## src/rtl/br_seq_pkg.sv

```systemverilog
// ---------------------------------------------------------------------------
// br_seq_pkg
//  Shared definitions for the BR sequencer: register-file geometry, command
//  op encodings and FSM state codes. Imported by br_seq.
// ---------------------------------------------------------------------------
package br_seq_pkg;

   localparam int NUM_REGS = 32;
   localparam int REG_AW   = 5;

   // Highest register address; every sweep terminates here
   localparam logic [REG_AW-1:0] LAST_ADDR = REG_AW'(NUM_REGS - 1);

   typedef enum logic [1:0] {
      OP_CLEAR = 2'b00,
      OP_DUMP  = 2'b01,
      OP_WRITE = 2'b10,
      OP_READ  = 2'b11
   } op_e;

   typedef enum logic [2:0] {
      S_IDLE = 3'd0,
      S_CLR  = 3'd1,
      S_WR   = 3'd2,
      S_RD   = 3'd3,
      S_RSP  = 3'd4,
      S_FIN  = 3'd5,
      S_VFY  = 3'd6
   } state_e;

   // Step to the following register address. Callers always test for
   // LAST_ADDR first, so the 5-bit wrap is never exercised.
   function automatic logic [REG_AW-1:0] nextAddr(input logic [REG_AW-1:0] addr);
      return addr + REG_AW'(1);
   endfunction

endpackage

```

## src/rtl/br_seq.sv

```systemverilog
// ---------------------------------------------------------------------------
// br_seq
//  Command initiator for the BR register file. Accepts CLEAR / DUMP / WRITE /
//  READ commands on a valid-ready stream and drives the BR ports (a1 read,
//  a2 verify read, a3/we/wd3 write). Read data is returned as beats on a
//  valid-ready response stream. All BR-facing outputs are registered so they
//  never depend combinationally on cmd_* or rsp_ready.
//
//  Optional feature macro: BR_SEQ_VERIFY_EN
//   defined   : every write is read back on a2 the following cycle and a
//               mismatch sets the sticky verify_err (cleared on next accept);
//               CLEAR and WRITE spend one extra cycle before completion.
//   undefined : br_a2 and verify_err are tied to zero.
//
//  Ports
//   clk, rst_n             clock, asynchronous active-low reset
//   cmd_valid/ready        command handshake
//   cmd_op/addr/data       op (00 CLEAR, 01 DUMP, 10 WRITE, 11 READ), target, data
//   rsp_valid/ready        response beat handshake
//   rsp_addr/data/last     beat contents; last on addr 31 of DUMP and every READ
//   busy, done             busy from accept to done; done is a one-cycle pulse
//   verify_err             sticky read-back mismatch flag
//   br_we/a1/a2/a3/wd3     drive BR
//   br_rd1, br_rd2         BR combinational read data
// ---------------------------------------------------------------------------
module br_seq
   import br_seq_pkg::*;
#(
   parameter int              XLEN        = 32,
   parameter logic [XLEN-1:0] CLEAR_VALUE = '0,
   parameter int              CLEAR_FROM  = 0
) (
   input  logic              clk,
   input  logic              rst_n,
   input  logic              cmd_valid,
   output logic              cmd_ready,
   input  logic [1:0]        cmd_op,
   input  logic [REG_AW-1:0] cmd_addr,
   input  logic [XLEN-1:0]   cmd_data,
   output logic              rsp_valid,
   input  logic              rsp_ready,
   output logic [REG_AW-1:0] rsp_addr,
   output logic [XLEN-1:0]   rsp_data,
   output logic              rsp_last,
   output logic              busy,
   output logic              done,
   output logic              verify_err,
   output logic              br_we,
   output logic [REG_AW-1:0] br_a1,
   output logic [REG_AW-1:0] br_a2,
   output logic [REG_AW-1:0] br_a3,
   output logic [XLEN-1:0]   br_wd3,
   input  logic [XLEN-1:0]   br_rd1,
   input  logic [XLEN-1:0]   br_rd2
);

   localparam logic [REG_AW-1:0] CLR_START = REG_AW'(CLEAR_FROM);

   // Where a write sequence goes once its last write has been issued: through
   // the read-back cycle when verification is built in, otherwise straight on.
`ifdef BR_SEQ_VERIFY_EN
   localparam state_e POST_WRITE = S_VFY;
`else
   localparam state_e POST_WRITE = S_FIN;
`endif

   state_e            state_q;
   op_e               op_q;
   logic [REG_AW-1:0] ptr_q;
   logic              cmdReady_q;
   logic              rspValid_q;
   logic [REG_AW-1:0] rspAddr_q;
   logic [XLEN-1:0]   rspData_q;
   logic              rspLast_q;
   logic              busy_q;
   logic              done_q;
   logic              brWe_q;
   logic [REG_AW-1:0] brA1_q;
   logic [REG_AW-1:0] brA3_q;
   logic [XLEN-1:0]   brWd3_q;

`ifdef BR_SEQ_VERIFY_EN
   logic              vfyPend_q;
   logic [REG_AW-1:0] brA2_q;
   logic [XLEN-1:0]   vfyData_q;
   logic              verifyErr_q;
`else
   logic [XLEN-1:0]   unusedRd2;
   assign unusedRd2 = br_rd2;
`endif

   // Sequencer FSM. Every output is a register updated here so the BR ports
   // and the response stream change only on clock edges (or on reset, which
   // drops br_we and any pending beat immediately). The write-verify pipeline
   // shares this block because its error flag is cleared by command accept.
   always_ff @(posedge clk or negedge rst_n) begin
      if (!rst_n) begin
         state_q     <= S_IDLE;
         op_q        <= OP_CLEAR;
         ptr_q       <= '0;
         cmdReady_q  <= 1'b1;
         rspValid_q  <= 1'b0;
         rspAddr_q   <= '0;
         rspData_q   <= '0;
         rspLast_q   <= 1'b0;
         busy_q      <= 1'b0;
         done_q      <= 1'b0;
         brWe_q      <= 1'b0;
         brA1_q      <= '0;
         brA3_q      <= '0;
         brWd3_q     <= '0;
`ifdef BR_SEQ_VERIFY_EN
         vfyPend_q   <= 1'b0;
         brA2_q      <= '0;
         vfyData_q   <= '0;
         verifyErr_q <= 1'b0;
`endif
      end else begin
         done_q <= 1'b0;
         case (state_q)
            S_IDLE: begin
               if (cmd_valid) begin
                  cmdReady_q <= 1'b0;
                  busy_q     <= 1'b1;
                  op_q       <= op_e'(cmd_op);
`ifdef BR_SEQ_VERIFY_EN
                  verifyErr_q <= 1'b0;
`endif
                  case (op_e'(cmd_op))
                     OP_CLEAR: begin
                        ptr_q   <= CLR_START;
                        brWe_q  <= 1'b1;
                        brA3_q  <= CLR_START;
                        brWd3_q <= CLEAR_VALUE;
                        state_q <= S_CLR;
                     end
                     OP_WRITE: begin
                        brWe_q  <= 1'b1;
                        brA3_q  <= cmd_addr;
                        brWd3_q <= cmd_data;
                        state_q <= S_WR;
                     end
                     OP_DUMP: begin
                        ptr_q   <= '0;
                        brA1_q  <= '0;
                        state_q <= S_RD;
                     end
                     OP_READ: begin
                        ptr_q   <= cmd_addr;
                        brA1_q  <= cmd_addr;
                        state_q <= S_RD;
                     end
                  endcase
               end
            end

            // One write per cycle; the terminal compare comes before the
            // increment so the pointer never wraps past 31.
            S_CLR: begin
               if (ptr_q == LAST_ADDR) begin
                  brWe_q  <= 1'b0;
                  done_q  <= (POST_WRITE == S_FIN);
                  state_q <= POST_WRITE;
               end else begin
                  ptr_q  <= nextAddr(ptr_q);
                  brA3_q <= nextAddr(ptr_q);
               end
            end

            S_WR: begin
               brWe_q  <= 1'b0;
               done_q  <= (POST_WRITE == S_FIN);
               state_q <= POST_WRITE;
            end

            // Read-back of the final write happens during this cycle.
            S_VFY: begin
               done_q  <= 1'b1;
               state_q <= S_FIN;
            end

            // br_a1 has been pointing at ptr for this whole cycle, so BR's
            // combinational read data is settled and can be captured.
            S_RD: begin
               rspData_q  <= br_rd1;
               rspAddr_q  <= ptr_q;
               rspValid_q <= 1'b1;
               rspLast_q  <= (op_q == OP_READ) || (ptr_q == LAST_ADDR);
               state_q    <= S_RSP;
            end

            // Beat stays frozen until the consumer takes it.
            S_RSP: begin
               if (rsp_ready) begin
                  rspValid_q <= 1'b0;
                  if ((op_q == OP_DUMP) && (ptr_q != LAST_ADDR)) begin
                     ptr_q   <= nextAddr(ptr_q);
                     brA1_q  <= nextAddr(ptr_q);
                     state_q <= S_RD;
                  end else begin
                     done_q  <= 1'b1;
                     state_q <= S_FIN;
                  end
               end
            end

            S_FIN: begin
               busy_q     <= 1'b0;
               cmdReady_q <= 1'b1;
               state_q    <= S_IDLE;
            end

            default: begin
               brWe_q     <= 1'b0;
               rspValid_q <= 1'b0;
               busy_q     <= 1'b0;
               cmdReady_q <= 1'b1;
               state_q    <= S_IDLE;
            end
         endcase

`ifdef BR_SEQ_VERIFY_EN
         // A write issued this cycle is read back on a2 next cycle; BR holds
         // the new value by then, so any difference is a write failure.
         vfyPend_q <= brWe_q;
         if (brWe_q) begin
            brA2_q    <= brA3_q;
            vfyData_q <= brWd3_q;
         end
         if (vfyPend_q && (br_rd2 != vfyData_q)) begin
            verifyErr_q <= 1'b1;
         end
`endif
      end
   end

   assign cmd_ready = cmdReady_q;
   assign rsp_valid = rspValid_q;
   assign rsp_addr  = rspAddr_q;
   assign rsp_data  = rspData_q;
   assign rsp_last  = rspLast_q;
   assign busy      = busy_q;
   assign done      = done_q;
   assign br_we     = brWe_q;
   assign br_a1     = brA1_q;
   assign br_a3     = brA3_q;
   assign br_wd3    = brWd3_q;

`ifdef BR_SEQ_VERIFY_EN
   assign br_a2      = brA2_q;
   assign verify_err = verifyErr_q;
`else
   assign br_a2      = '0;
   assign verify_err = 1'b0;
`endif

endmodule

```

## config.mk

```make
export PLATFORM = sky130hd
export DESIGN_NAME = br_seq
export DESIGN_NICKNAME = d
export VERILOG_FILES = /design/src/rtl/br_seq_pkg.sv /design/src/rtl/br_seq.sv
export SDC_FILE = /design/constraint.sdc
export NUM_CORES = 1
export LEC_CHECK = 0
export ABC_AREA = 0
export CORE_UTILIZATION = 35
export CTS_BUF_LIST = sky130_fd_sc_hd__clkbuf_16
export CTS_CLUSTER_SIZE = 30
export DETAILED_ROUTE_END_ITERATION = 12
export PLACE_DENSITY = 0.82
export SKIP_LAST_GASP = 1
export SLEW_MARGIN = 5
export SYNTH_ARGS = -nofsm -noshare
export SYNTH_HDL_FRONTEND = slang
export SYNTH_SLANG_ARGS = --single-unit
```

## constraint.sdc

```tcl
create_clock -name clk -period 2.4 [get_ports clk]
set_clock_uncertainty 0.2 [all_clocks]
set_input_delay 0.36 -clock clk [delete_from_list [all_inputs] [get_ports clk]]
set_output_delay 0.36 -clock clk [all_outputs]
set_load 0.05 [all_outputs]
```

# Word level (Yosys, flattened, before mapping)
# Index checks and enable logic that the tools add are counted.
# W data, S select, Z words.
word_totals:
  ff_bits: 95
  inputBits: 107
  output_inout_bits: 91
  wordCells: 97
op_classes:
  add_sub_neg: 1
  eq_ne: 22
  n_mux: 33
  bitwise: 3
  reduce_logical: 24
op_table:
  columns: ["cell", "count"]
  rows:
  - ["$pmux W32 S2", 1]
  - ["$pmux W5 S2", 5]
  - ["$mux W5", 6]
  - ["$pmux W3 S5", 1]
  - ["$pmux W5 S3", 1]
  - ["$mux W3", 4]
  - ["$ne A2 B2 Y1 const B", 6]
  - ["$reduce_or A5 Y1", 2]
  - ["$eq A3 B3 Y1 const B", 3]
  - ["$mux W1", 9]
  - ["$pmux W1 S3", 3]
  - ["$pmux W3 S3", 1]
  - ["$reduce_and A4 Y1", 2]
  - ["$reduce_or A2 Y1", 4]
  - ["$eq A2 B2 Y1 const B", 3]
  - ["$eq A3 B2 Y1 const B", 2]
  - ["$ne A3 B1 Y1 const B", 2]
  - ["$reduce_and A2 Y1", 3]
  - ["$reduce_and A3 Y1", 2]
  - ["$reduce_and A6 Y1", 1]
  - ["$reduce_bool A2 Y1", 3]
  - ["$add A5 B1 Y5 const B", 1]
  - ["$eq A5 B5 Y1 const B", 1]
  - ["$ne A5 B5 Y1 const B", 1]
  - ["other kinds (12)", 16]

# Depth between registers and ports, before layout
depth:
  word_depth: 5
  mapped_depth: 8
  depth_no_buf: 8

# Worst setup path after synthesis
# OpenSTA, ideal clock, no wires.
synth_path:
  path_kind: "reg2reg"
  from: "reg ptr_q[0]"
  to: "reg ptr_q[3]"
  setup_time_ns: 0.132
  arrival_ns: 2.214
  required_time_ns: 2.068
  path_slack_ns: -0.146
  path_stages_with_launch: 9
  n_path_buf: 0
  synth_period_minus_slack_ns: 2.546
  cell_sequence: "dfrtp_1 -> ha_1 -> nand2_1 -> nor2_1 -> ha_1 -> or3b_2 -> o32ai_2 -> and2_1 -> a22oi_1"
synth_between:
  elab_chain_len: 4
  word_cells_on_any_way: 11
  cone_classes: "add/sub: 1; eq/ne: 4; mux: 4; reduce/logical: 2"
synth_lines:
  columns: ["item", "line", "rtl"]
  rows:
  - ["start, declared", "br_seq.sv:69", "logic [REG_AW-1:0] ptr_q;"]
  - ["start signal, assigned", "br_seq.sv:149", "ptr_q <= cmd_addr;"]
  - ["start signal, assigned", "br_seq.sv:165", "ptr_q <= nextAddr(ptr_q);"]
  - ["start signal, assigned", "br_seq.sv:197", "ptr_q <= nextAddr(ptr_q);"]
  - ["$add A5 B1 Y5 or $ne A5 B5 Y1 (tied branches)", "br_seq_pkg.sv:34, br_seq.sv:196", null]
  - ["$mux W5 or $logic_and A1 B1 Y1 (tied branches)", "br_seq.sv:196", "if ((op_q == OP_DUMP) && (ptr_q != LAST_ADDR)) begin"]
  - ["$mux W5 or $ne A2 B2 Y1 (tied branches)", null, null]
  - ["$pmux W5 S3 or $reduce_and A6 Y1 (tied branches)", null, null]
# Several ways; a longest one is shown, not always the timed one. The select of a mux whose other input is x is not followed.
# A chain may end at the register's enable or synchronous reset.

# Worst setup path after layout
layout_path:
  from: "reg ptr_q[0]"
  to: "reg ptr_q[2]"
# Same word-level chain as after synthesis.

==> flow_summary.yaml <==
run_status:
  status: "finished clean"
synthesis:
  synthArstFlopShare_pct: 100
  synth_flop_cell: "dfrtp_1"
  yosys.area.top_type: "dfrtp_1"
  synth_top_area_share_pct: 57.6
  avgSynthCellArea_um2: 12.9
  netlist_area_um2: 4090
  ys_seq_area_share_pct: 58.2
  synth_edf_count: 0
  synth.most_common_cell: "dfrtp_1"
  synthCells: 318
  synth_area_leaders: "dfrtp_1, mux2_2, a22o_1"
  yosys_register_bits: 95
  synth_common_cells: "dfrtp_1, mux2_2, a22o_1"
  ys_warn_count: 0
  ys_types: 42
place:
  place_inst: 616
  portBuffers: 159
  hpwl_um: 7250
  place.gp.congestion: 0.851
  placed_area_um2: 5890
global_routing:
  grt_antenna_before_repair: 0
  grt_pass1_vias: 3077
  track_usage_pct: 16.1
  grt_pass1_wl_um: 14600
  overflow: 0
  grt_max_degree: 55
worst_setup_path:
  cp_max_fo: 5
  critPathKind: "reg -> reg"
  cp.arrival_ns: 2.42
  reg2reg_from: "ptr_q[0]$_DFFE_PN0P_"
  slowest_delay_ns: 0.42
  r2r_setup_slack_ns: 0.04
  crit_buf_inv: 1
  critPathSlowestCell: "or3b_4"
  critPathTopFamily: "compound AO/OA/AOI/OAI gates"
  r2r-end: "ptr_q[2]$_DFFE_PN0P_"
  startpoint: "ptr_q[0]$_DFFE_PN0P_"
  reg2regPathDepth: 9
  cp.depth: 9
  setup.worst_path.end: "ptr_q[2]$_DFFE_PN0P_"
  cp_common_cell: "ha_2"
  path_cells: "ha_2 > nand2_2 > nor2_1 > ha_2 > or3b_4 > o32ai_4 > buf_4 > a31oi_1 > a21oi_1"
  worstSetupEndpointType: "flip-flop"
  worstPathRequired_ns: 2.46
  start_kind: "flip-flop"
die:
  dieHeight_um: 110
  floorplan.rows: 39
  start_util_pct: 35.8
  chipWidth_um: 110
  core-area_um2: 11400
  io_pins: 198
  dieArea_um2: 12100
timing:
  clock.fmax_mhz: 424
  finalMaxSlewViolations: 0
  rsz0062_at_grt: "true"
  worst_pin_slew_ns: 0.933
  tns_ns: 0
  fin_crit_ns: 2.36
  setup_viol: 0
  post-route-period-util_pct: 98.3
  hold_viol_final: 0
  hold-worst-slack_ns: 0.266
  relSlewSlack_pct: 37.8
power:
  ir_drop_mv: 0.841
  p_leak_nw: 2.71
  p_per_area_nw_per_um2: 1590
routing:
  routed_wl_um: 9910
  antenna_left: 0
  wl_per_cell_um: 15.6
  drt-pass1-iter-count: 4
  via_per_inst: 4.94
  drc: 0
  routed-via-count: 3144
  drt_iter0_markers: 119
clock_tree:
  cts_root_buf: "clkbuf_16"
  cts.htree.levels: 3
  cts_made_buffers: 9
  clkLatencyLatePin_ns: 0.34
  clk_pin_slew_worst_paths_ns: 0.07
  cts_sinks: 95
  cts_tree: "done"
  clock_path_buffers: 2
layout:
  finalNonFillerCells: 636
  fin_util_pct: 54.7
  syn_to_final_growth_pct: 52.8
  nets: 597
  nFillCells: 960
  fin_area_um2: 6240
  drive_above_1_share_pct: 19.9
  num_antenna_cells: 0
hold_path:
  hold_class: "reg -> reg"
flow_run:
  drv_cap: 0
[cell type report]
cell class,instances,area [µm²],area share [%]
multi-input combinational,193,1550,24.8
tap,143,179,2.87
clock buffer,9,225,3.61
timing repair buffer,182,1800,28.9
clock inverter,7,87.6,1.40
inverter,7,26.3,0.421
sequential,95,2380,38.1
[worst register-to-register path, delay by kind of cell (launching register included)]
kind,cells,cell delay (ns)
AOI/OAI and AO/OA,3,0.60
and+or+nand+nor,3,0.54
DFF,1,0.39
adders and majority gates,2,0.36
buffers and inverters,1,0.18
[power by group]
part | switching [mW] | internal (mW)
registers | 0.426 | 2.33
clock network | 0.589 | 0.905
logic | 3.48 | 2.22
total | 4.49 | 5.45
[placed cells by master (no fill, tap or decap), drive strengths merged, types with 3 or more instances in the layout]
cell type and n:
clkbuf 9, and3 4, a21oi 16, nor2 10, o21ai 11, conb 6, nand2 17, mux2 46
xnor2 3, nand3 8, clkdlybuf4s50 158, inv 9, nor3b 3, buf 23, a31oi 4, o22ai 3
mux2i 7, dfrtp 94, a22o 33
[metal layers]
| metal | up-vias | track usage (%) | part of all wire (%) |
|---|---|---|---|
| met3 | 17 | 5.11 | 8.1 |
| met5 | - | 0 | 0 |
| li1 | 1466 | - | - |
| met2 | 123 | 26.4 | 48 |
| met4 | 0 | 7.33 | 1.9 |
| met1 | 1538 | 19.3 | 42 |
[flip-flops by register name (all words and copies together) (netlist names)]
register / count
br_a1: 5
br_we: 1
rsp_valid: 1
br_a3: 5
br_wd3: 32
state_q: 3
cmd_ready: 1
op_q: 2
busy: 1
ptr_q: 5
rsp_data: 32
rsp_last: 1
done: 1
rsp_addr: 5
[repair_timing]
action	4_1_cts	5_1_grt
resized for setup	0	3
endpoints found under the setup margin	0	7
hold buffers	1	0
setup buffers	0	3
hold endpoints to repair	40	0
[how the worst min path moves through the flow]
stage / startpoint / slack, ns / to / cells after the start
2_1_floorplan: rst_n / -0.14 / br_a1[0]$_DFFE_PN0P_ / 0
3_3_place_gp: rst_n / 0.18 / br_wd3[26]$_DFFE_PN0P_ / 1
3_5_place_dp: rst_n / 0.19 / br_wd3[26]$_DFFE_PN0P_ / 1
4_1_cts: cmd_ready$_DFFE_PN1P_ / 0.27 / cmd_ready$_DFFE_PN1P_ / 2
5_1_grt: cmd_ready$_DFFE_PN1P_ / 0.30 / cmd_ready$_DFFE_PN1P_ / 2
6_report: cmd_ready$_DFFE_PN1P_ / 0.27 / cmd_ready$_DFFE_PN1P_ / 2
[stage by stage]
step                power [mW]  worst slack, ns
global route              10.5          -0.0375
floorplan                 6.58           0.0507
global placement          8.35            0.105
CTS                       9.99           0.0457
finish                    9.94           0.0414
detailed placement        8.45           0.0640
[logic make-up after synthesis]
family,synth area share (%)
DFF,58.2
and+or+nand+nor,7.29
adders and majority gates,0.612
xor gates and xnor gates,0.643
buffers and inverters,5.08
AOI/OAI and AO/OA,13.2
muxes,14.8
other,0.0918
Note: power is estimated with default switching activity, not from simulation.
